===== src/rtl/shift_sequencer_32bit.sv =====
// rtl/shift_sequencer_32bit.sv - multi-cycle 0..31 logical shift built from one single-position shifter
// Feeds the external shifter from registers and folds its output back one position per clock.
module shift_sequencer_32bit #(
  parameter int WIDTH   = 32,
  parameter int SHAMT_W = 5
) (
  input  logic               clk,
  input  logic               rst,
  input  logic               start,
  input  logic               abort,
  input  logic               dir,
  input  logic [WIDTH-1:0]   data_in,
  input  logic [SHAMT_W-1:0] shamt,
  output logic [WIDTH-1:0]   sh_d,
  output logic               sh_c,
  input  logic [WIDTH-1:0]   sh_s,
  output logic [WIDTH-1:0]   result,
  output logic               busy,
  output logic               done
);

  typedef enum logic [1:0] {S_IDLE, S_SHIFT, S_DONE} state_t;

  state_t             state_q, state_d;
  logic [WIDTH-1:0]   work_q, work_d;
  logic [WIDTH-1:0]   result_q, result_d;
  logic [SHAMT_W-1:0] count_q, count_d;
  logic               dir_q, dir_d;
  logic               busy_q, busy_d;
  logic               done_q, done_d;

  always_comb begin
    state_d  = state_q;
    work_d   = work_q;
    result_d = result_q;
    count_d  = count_q;
    dir_d    = dir_q;
    busy_d   = busy_q;
    done_d   = 1'b0;
    case (state_q)
      S_IDLE: begin
        busy_d = 1'b0;
        // start beats a coincident abort: abort has no meaning outside SHIFT
        if (start) begin
          work_d  = data_in;
          dir_d   = dir;
          count_d = shamt;
          busy_d  = 1'b1;
          if (shamt == '0) begin
            state_d  = S_DONE;
            result_d = data_in;
            done_d   = 1'b1;
          end else begin
            state_d = S_SHIFT;
          end
        end
      end
      S_SHIFT: begin
        if (abort) begin
          state_d = S_IDLE;
          count_d = '0;
          busy_d  = 1'b0;
        end else begin
          work_d  = sh_s;
          count_d = count_q - SHAMT_W'(1);
          if (count_q == SHAMT_W'(1)) begin
            state_d  = S_DONE;
            result_d = sh_s;
            done_d   = 1'b1;
          end
        end
      end
      S_DONE: begin
        state_d = S_IDLE;
        busy_d  = 1'b0;
      end
      default: begin
        state_d = S_IDLE;
        busy_d  = 1'b0;
      end
    endcase
  end

  always_ff @(posedge clk or posedge rst) begin
    if (rst) begin
      state_q  <= S_IDLE;
      work_q   <= '0;
      result_q <= '0;
      count_q  <= '0;
      dir_q    <= 1'b0;
      busy_q   <= 1'b0;
      done_q   <= 1'b0;
    end else begin
      state_q  <= state_d;
      work_q   <= work_d;
      result_q <= result_d;
      count_q  <= count_d;
      dir_q    <= dir_d;
      busy_q   <= busy_d;
      done_q   <= done_d;
    end
  end

  assign sh_d   = work_q;
  assign sh_c   = dir_q;
  assign result = result_q;
  assign busy   = busy_q;
  assign done   = done_q;

endmodule


===== config.mk =====
export PLATFORM = sky130hd
export DESIGN_NAME = shift_sequencer_32bit
export DESIGN_NICKNAME = d
export VERILOG_FILES = /design/src/rtl/shift_sequencer_32bit.sv
export SDC_FILE = /design/constraint.sdc
export NUM_CORES = 1
export LEC_CHECK = 0
export BUFFER_PORTS_ARGS = -buffer_cell sky130_fd_sc_hd__buf_2
export CORE_MARGIN = 2
export CORE_UTILIZATION = 45
export CTS_CLUSTER_SIZE = 8
export DETAILED_ROUTE_END_ITERATION = 8
export GPL_ROUTABILITY_DRIVEN = 0
export PLACE_DENSITY_LB_ADDON = 0.15
export SYNTH_ARGS = -nofsm -noshare
export SYNTH_HDL_FRONTEND = slang
export SYNTH_SLANG_ARGS = --single-unit

===== constraint.sdc =====
create_clock -name clk -period 5.1 [get_ports clk]
set_input_delay 0.255 -clock clk [delete_from_list [all_inputs] [get_ports clk]]
set_output_delay 0.255 -clock clk [all_outputs]
set_load 0.005 [all_outputs]

== After elaboration in Yosys (flattened, before gate mapping) ==
Index checks and enable logic that the tools add are counted.

* $add $sub $neg: 1
* Multiply operators: 0
* Divide/modulo/power cells: 0
* $lt $le $gt $ge: 0
* Eq/ne operators: 8
* Shifts and indexed selects: 0
* Multiplexer cells: 24
* Bitwise operators: 0
* Reductions and logical operators: 8

{| class="wikitable"
|+ Operators with widths
! kind !! count
|-
| $mux W32 || 6
|-
| $pmux W32 S2 || 2
|-
| $mux W5 || 2
|-
| $ne A2 B2 Y1 const B || 5
|-
| $pmux W5 S2 || 1
|-
| $mux W2 || 4
|-
| $mux W1 || 6
|-
| $reduce_and A2 Y1 || 3
|-
| $eq A5 B1 Y1 const B || 1
|-
| $logic_not A5 Y1 || 1
|-
| $reduce_and A5 Y1 || 1
|-
| $sub A5 B1 Y5 const B || 1
|-
| $pmux W1 S2 || 2
|-
| $pmux W2 S2 || 1
|-
| $ne A3 B3 Y1 const B || 1
|-
| $reduce_and A3 Y1 || 1
|-
| $eq A2 B1 Y1 const B || 1
|-
| $logic_not A2 Y1 || 1
|-
| $reduce_bool A2 Y1 || 1
|}

* Register bits after elaboration: 74
* Latch bits: 0
* Bits in writable memories: 0
* Memory bits (read-only): 0
* Bits of input ports: 74
* Output and inout bits: 67
* Word-level logic and storage cells: 48
* Memories: 0

== Logic depth before layout (Yosys ltp) ==
* Depth in word-level cells: 4
* Gate-level depth with buffers: 7
* Mapped depth without buffers: 6

== Worst setup path before layout ==
Ideal clock, no wire load.

* Path type: register -> register
* Start: register count_q[1]
* End: register result_q[10] (netlist: result[10])
* Library setup time: 0.125 ns
* Arrival time: 1.888 ns
* Required time: 4.975 ns
* Slack: 3.087 ns
* Stages on the path, launching flop included: 8
* Path buffers: 2
* Clock period less this slack: 2.013 ns
* Cell sequence: dfrtp_1 > inv_1 > ha_1 > or4b_4 > a221o_1 > buf_6 > buf_12 > mux2_4

* Longest elaborated chain between the ends: 3

{| class="wikitable"
|+ Ends and longest elaborated chain
! item !! line !! RTL
|-
| from (decl) || 27 || <nowiki>logic [SHAMT_W-1:0] count_q, count_d;</nowiki>
|-
| from (signal assigned) || 97 || <nowiki>count_q <= count_d;</nowiki>
|-
| $eq A5 B1 Y1 || 66 || <nowiki>if (count_q == SHAMT_W'(1)) begin</nowiki>
|-
| $ne A2 B2 Y1 (no source line) || -- ||
|-
| $reduce_and A5 Y1 (no source line) || -- ||
|-
| to (signal assigned) || 96 || <nowiki>result_q <= result_d;</nowiki>
|-
| to (decl) || 26 || <nowiki>logic [WIDTH-1:0] result_q, result_d;</nowiki>
|}

Every way passes these cells.
A chain may end at the register's enable or synchronous reset.

== Worst setup path in the final report ==
* Start: register state_q[1]
* End: register result_q[30] (netlist: result[30])

* Longest elaborated chain between the ends: 3
* Elaborated cells on any way between the ends: 9
* Those cells by class: 5 x eq/ne; 1 x mux; 3 x reduce/logical

{| class="wikitable"
|+ Ends and longest elaborated chain
! item !! line !! RTL
|-
| from (decl) || 24 || <nowiki>state_t state_q, state_d;</nowiki>
|-
| from (signal assigned) || 94 || <nowiki>state_q <= state_d;</nowiki>
|-
| $eq A2 B1 Y1 / $logic_not A2 Y1 (equally long branches) || 40 || <nowiki>case (state_q)</nowiki>
|-
| $ne A2 B2 Y1 (no source line) / $reduce_bool A2 Y1 (equally long branches) || -- ||
|-
| $reduce_and A5 Y1 (no source line) || -- ||
|}

Several ways; a longest one is shown, not always the timed one.

==> impl_metrics.sql <==
INSERT INTO impl_metrics (metric_group, metric, value, unit) VALUES
('worst_setup_path', 'timing.critical_path.cells', 'nor2b_4 -> a221o_2 -> mux2_2', ''),
('global_route', 'overflow', '0', ''),
('worst_setup_path', 'crit-reg2reg-launch', 'state_q[1]$_DFFE_PP0P_', ''),
('global_route', 'grt_pass1_wl', '12300', 'um'),
('timing', 'timing_hold_violations_final', '0', ''),
('clock_network', 'cts_num_sinks', '74', ''),
('global_route', 'grt_util_met3', '4.03', '%'),
('worst_setup_path', 'r2r.worst_path.cells', '3', ''),
('synthesis', 'largest_family_of_logic_cells_by_synthesized_area', 'multiplexers', ''),
('clock_network', 'cts-root-buf', 'sky130_fd_sc_hd__clkbuf_8', ''),
('synthesis', 'synthAdderAreaFrac', '0.721', '%'),
('synthesis', 'synthMuxAreaShare', '24.1', '%'),
('floorplan', 'rows', '32', ''),
('timing', 'final.setup.tns', '0', 'ps'),
('worst_setup_path', 'worst_path_largest_cell_delay', '1050', 'ps'),
('cells_and_area', 'layout_commonest_cell', 'sky130_fd_sc_hd__buf_2', ''),
('routing', 'ant_nets', '0', ''),
('timing', 'worst_slew_pin_slew', '1120', 'ps'),
('worst_setup_path', 'setup.worst_path.class', 'flip-flop to flip-flop', ''),
('synthesis', 'syn-cell-area', '0.00347', 'mm^2'),
('clock_network', 'post-cts-setup-buffer-count', '0', ''),
('cells_and_area', 'finalNonFillerCells', '545', ''),
('timing', 'worst_slack', '2200', 'ps'),
('power_and_ir_drop', 'power.total', '2.90', 'mW'),
('clock_network', 'cts_hold_repair.buffers', '0', ''),
('place', 'dpl.cell_count', '530', ''),
('synthesis', 'syn-num-nets', '379', ''),
('cells_and_area', 'layout.filler_cells', '683', ''),
('worst_setup_path', 'r2r-end', 'result[30]$_DFFE_PP0P_', ''),
('synthesis', 'post_synth_num_cell_types', '27', ''),
('cells_and_area', 'final_layout_size_suffix_gt1_share', '51.0', '%'),
('min_path', 'worst_hold_path.num_cells', '2', ''),
('synthesis', 'synth-simple-area-share', '14.3', '%'),
('synthesis', 'yosys.area_share.xor_xnor', '0', '%'),
('synthesis', 'synthesis.yosys.warnings', '0', ''),
('clock_network', 'cts_inserted_buffers', '9', ''),
('timing', 'max_clock_freq', '345', 'MHz'),
('worst_setup_path', 'reg2reg_setup_slack', '2200', 'ps'),
('cells_and_area', 'layout.cell_area.non_filler', '0.00440', 'mm^2'),
('power_and_ir_drop', 'power_density', '659', 'mW/mm^2'),
('timing', 'clock-skew-final', '11.9', 'ps'),
('timing', 'rsz0062_at_grt', 'no', ''),
('clock_network', 'post_cts.resized_instances', '0', ''),
('worst_setup_path', 'slowest_stage', 'sky130_fd_sc_hd__a221o_2', ''),
('power_and_ir_drop', 'power_leakage', '2.38', 'nW'),
('cells_and_area', 'syn_to_final_growth', '26.6', '%'),
('place', 'preCtsSetupSlack', '2140', 'ps'),
('floorplan', 'dieWidth', '91.8', 'um'),
('synthesis', 'synth_seq_cells', '74', ''),
('cells_and_area', 'number_of_nets_in_the_finished_design', '515', ''),
('global_route', 'grt_use_total', '18.4', '%'),
('synthesis', 'synthCells', '303', ''),
('global_route', 'antenna_found_initial', '0', ''),
('floorplan', 'total_die_area', '0.00843', 'mm^2'),
('clock_network', 'clk_path_buf_depth', '2', ''),
('global_route', 'use_met1', '25.3', '%'),
('global_route', 'top_usage_layer', 'met2', ''),
('timing', 'finalCriticalPeriod', '2900', 'ps'),
('routing', 'drt_first_iter_violations', '129', ''),
('worst_setup_path', 'worst_setup_path_end_kind', 'flip-flop', ''),
('place', 'detailed_place_hpwl', '5250', 'um'),
('cells_and_area', 'postLayoutCoreUtil', '57.8', '%'),
('worst_setup_path', 'critical_path.max_fanout', '34', ''),
('synthesis', 'syn-mean-instance-area', '11.5', 'um^2'),
('timing', 'final_min_period_over_clock_period', '56.9', '%'),
('run_status', 'status', 'finished clean', ''),
('floorplan', 'fp.coreArea', '0.00761', 'mm^2'),
('floorplan', 'initial_core_util', '45.6', '%'),
('cells_and_area', 'most-common-layout-cells', '140 x sky130_fd_sc_hd__buf_2, 102 x sky130_fd_sc_hd__nand2_1, 74 x sky130_fd_sc_hd__dfrtp_1', ''),
('clock_network', 'clkSlewWorstSetupHoldPaths', '80', 'ps'),
('floorplan', 'io_pins', '141', '');
-- layout make-up --
| type | count | area (um^2) | share of cell area, % |
|---|---|---|---|
| Clock inverter | 3 | 40.0 | 0.911 |
| Inverter | 6 | 22.5 | 0.512 |
| Clock buffer | 12 | 145 | 3.30 |
| Multi-Input combinational cell | 206 | 1490 | 34.0 |
| Tap cell | 102 | 128 | 2.90 |
| Sequential cell | 74 | 1850 | 42.1 |
| Timing Repair Buffer | 142 | 716 | 16.3 |
-- power breakdown --
part	internal, mW	switching [mW]
clock network	0.236	0.203
logic	0.740	0.640
registers	0.892	0.186
total	1.87	1.03
-- cell usage after synthesis, drive strengths merged --
master   instances  share of area, %
nand2          102                11
dfrtp           74                53
mux2            65                24
clkbuf          10               1.1
buf              7               2.5
nor3             7               1.0
inv              6              0.65
a21oi            5              0.72
o21ai            5              0.72
nand2b           4              0.72
nor2             4              0.43
ha               2              0.72
a211oi           1              0.22
a21o             1              0.22
a221o            1              0.29
a22oi            1              0.22
a2bb2oi          1              0.25
a32oi            1              0.25
nor2b            1              0.18
nor4b            1              0.25
o21bai           1              0.22
o221ai           1              0.25
or3b             1              0.25
or4b             1              0.40
-- how the worst max path moves through the flow --
stage                      startpoint                      to  slack, ps  cells past startpoint
2_1_floorplan                     rst        busy$_DFFE_PP0P_       2960                      1
3_3_place_gp   state_q[1]$_DFFE_PP0P_  result[29]$_DFFE_PP0P_       2210                      3
3_5_place_dp   state_q[1]$_DFFE_PP0P_  result[29]$_DFFE_PP0P_       2140                      3
4_1_cts        state_q[1]$_DFFE_PP0P_  result[29]$_DFFE_PP0P_       2140                      3
5_1_grt        state_q[0]$_DFFE_PP0P_  result[29]$_DFFE_PP0P_       1980                      3
6_report       state_q[1]$_DFFE_PP0P_  result[30]$_DFFE_PP0P_       2200                      3
-- flip-flops by register name, indices dropped and copies added (netlist names) --
signal / flops
done: 1
sh_c: 1
result: 32
count_q: 5
busy: 1
sh_d: 32
state_q: 2
-- critical path: cells and delay by family, from the launching register on --
family / cells / cell delay, ps
AOI/OAI and AO/OA: 1 / 1050
DFF: 1 / 490
muxes: 1 / 420
and+or+nand+nor: 1 / 820
-- logic make-up (layout without fill, tap and decap cells) --
| logic type | count (synthesis) | in the layout |
|---|---|---|
| adder cells (fa/ha/maj) | 2 | 2 |
| flip-flops | 74 | 74 |
| buffers and inverters | 23 | 163 |
| AND/OR/NAND/NOR | 121 | 121 |
| AO/OA/AOI/OAI | 18 | 18 |
| multiplexers | 65 | 65 |
-- layer usage --
metal	wire length, um	part of all wire, %
met5	0	0
met4	63	0.82
met3	447	5.8
met2	3620	47
met1	3600	47
Power figures use the tool's default switching activity.
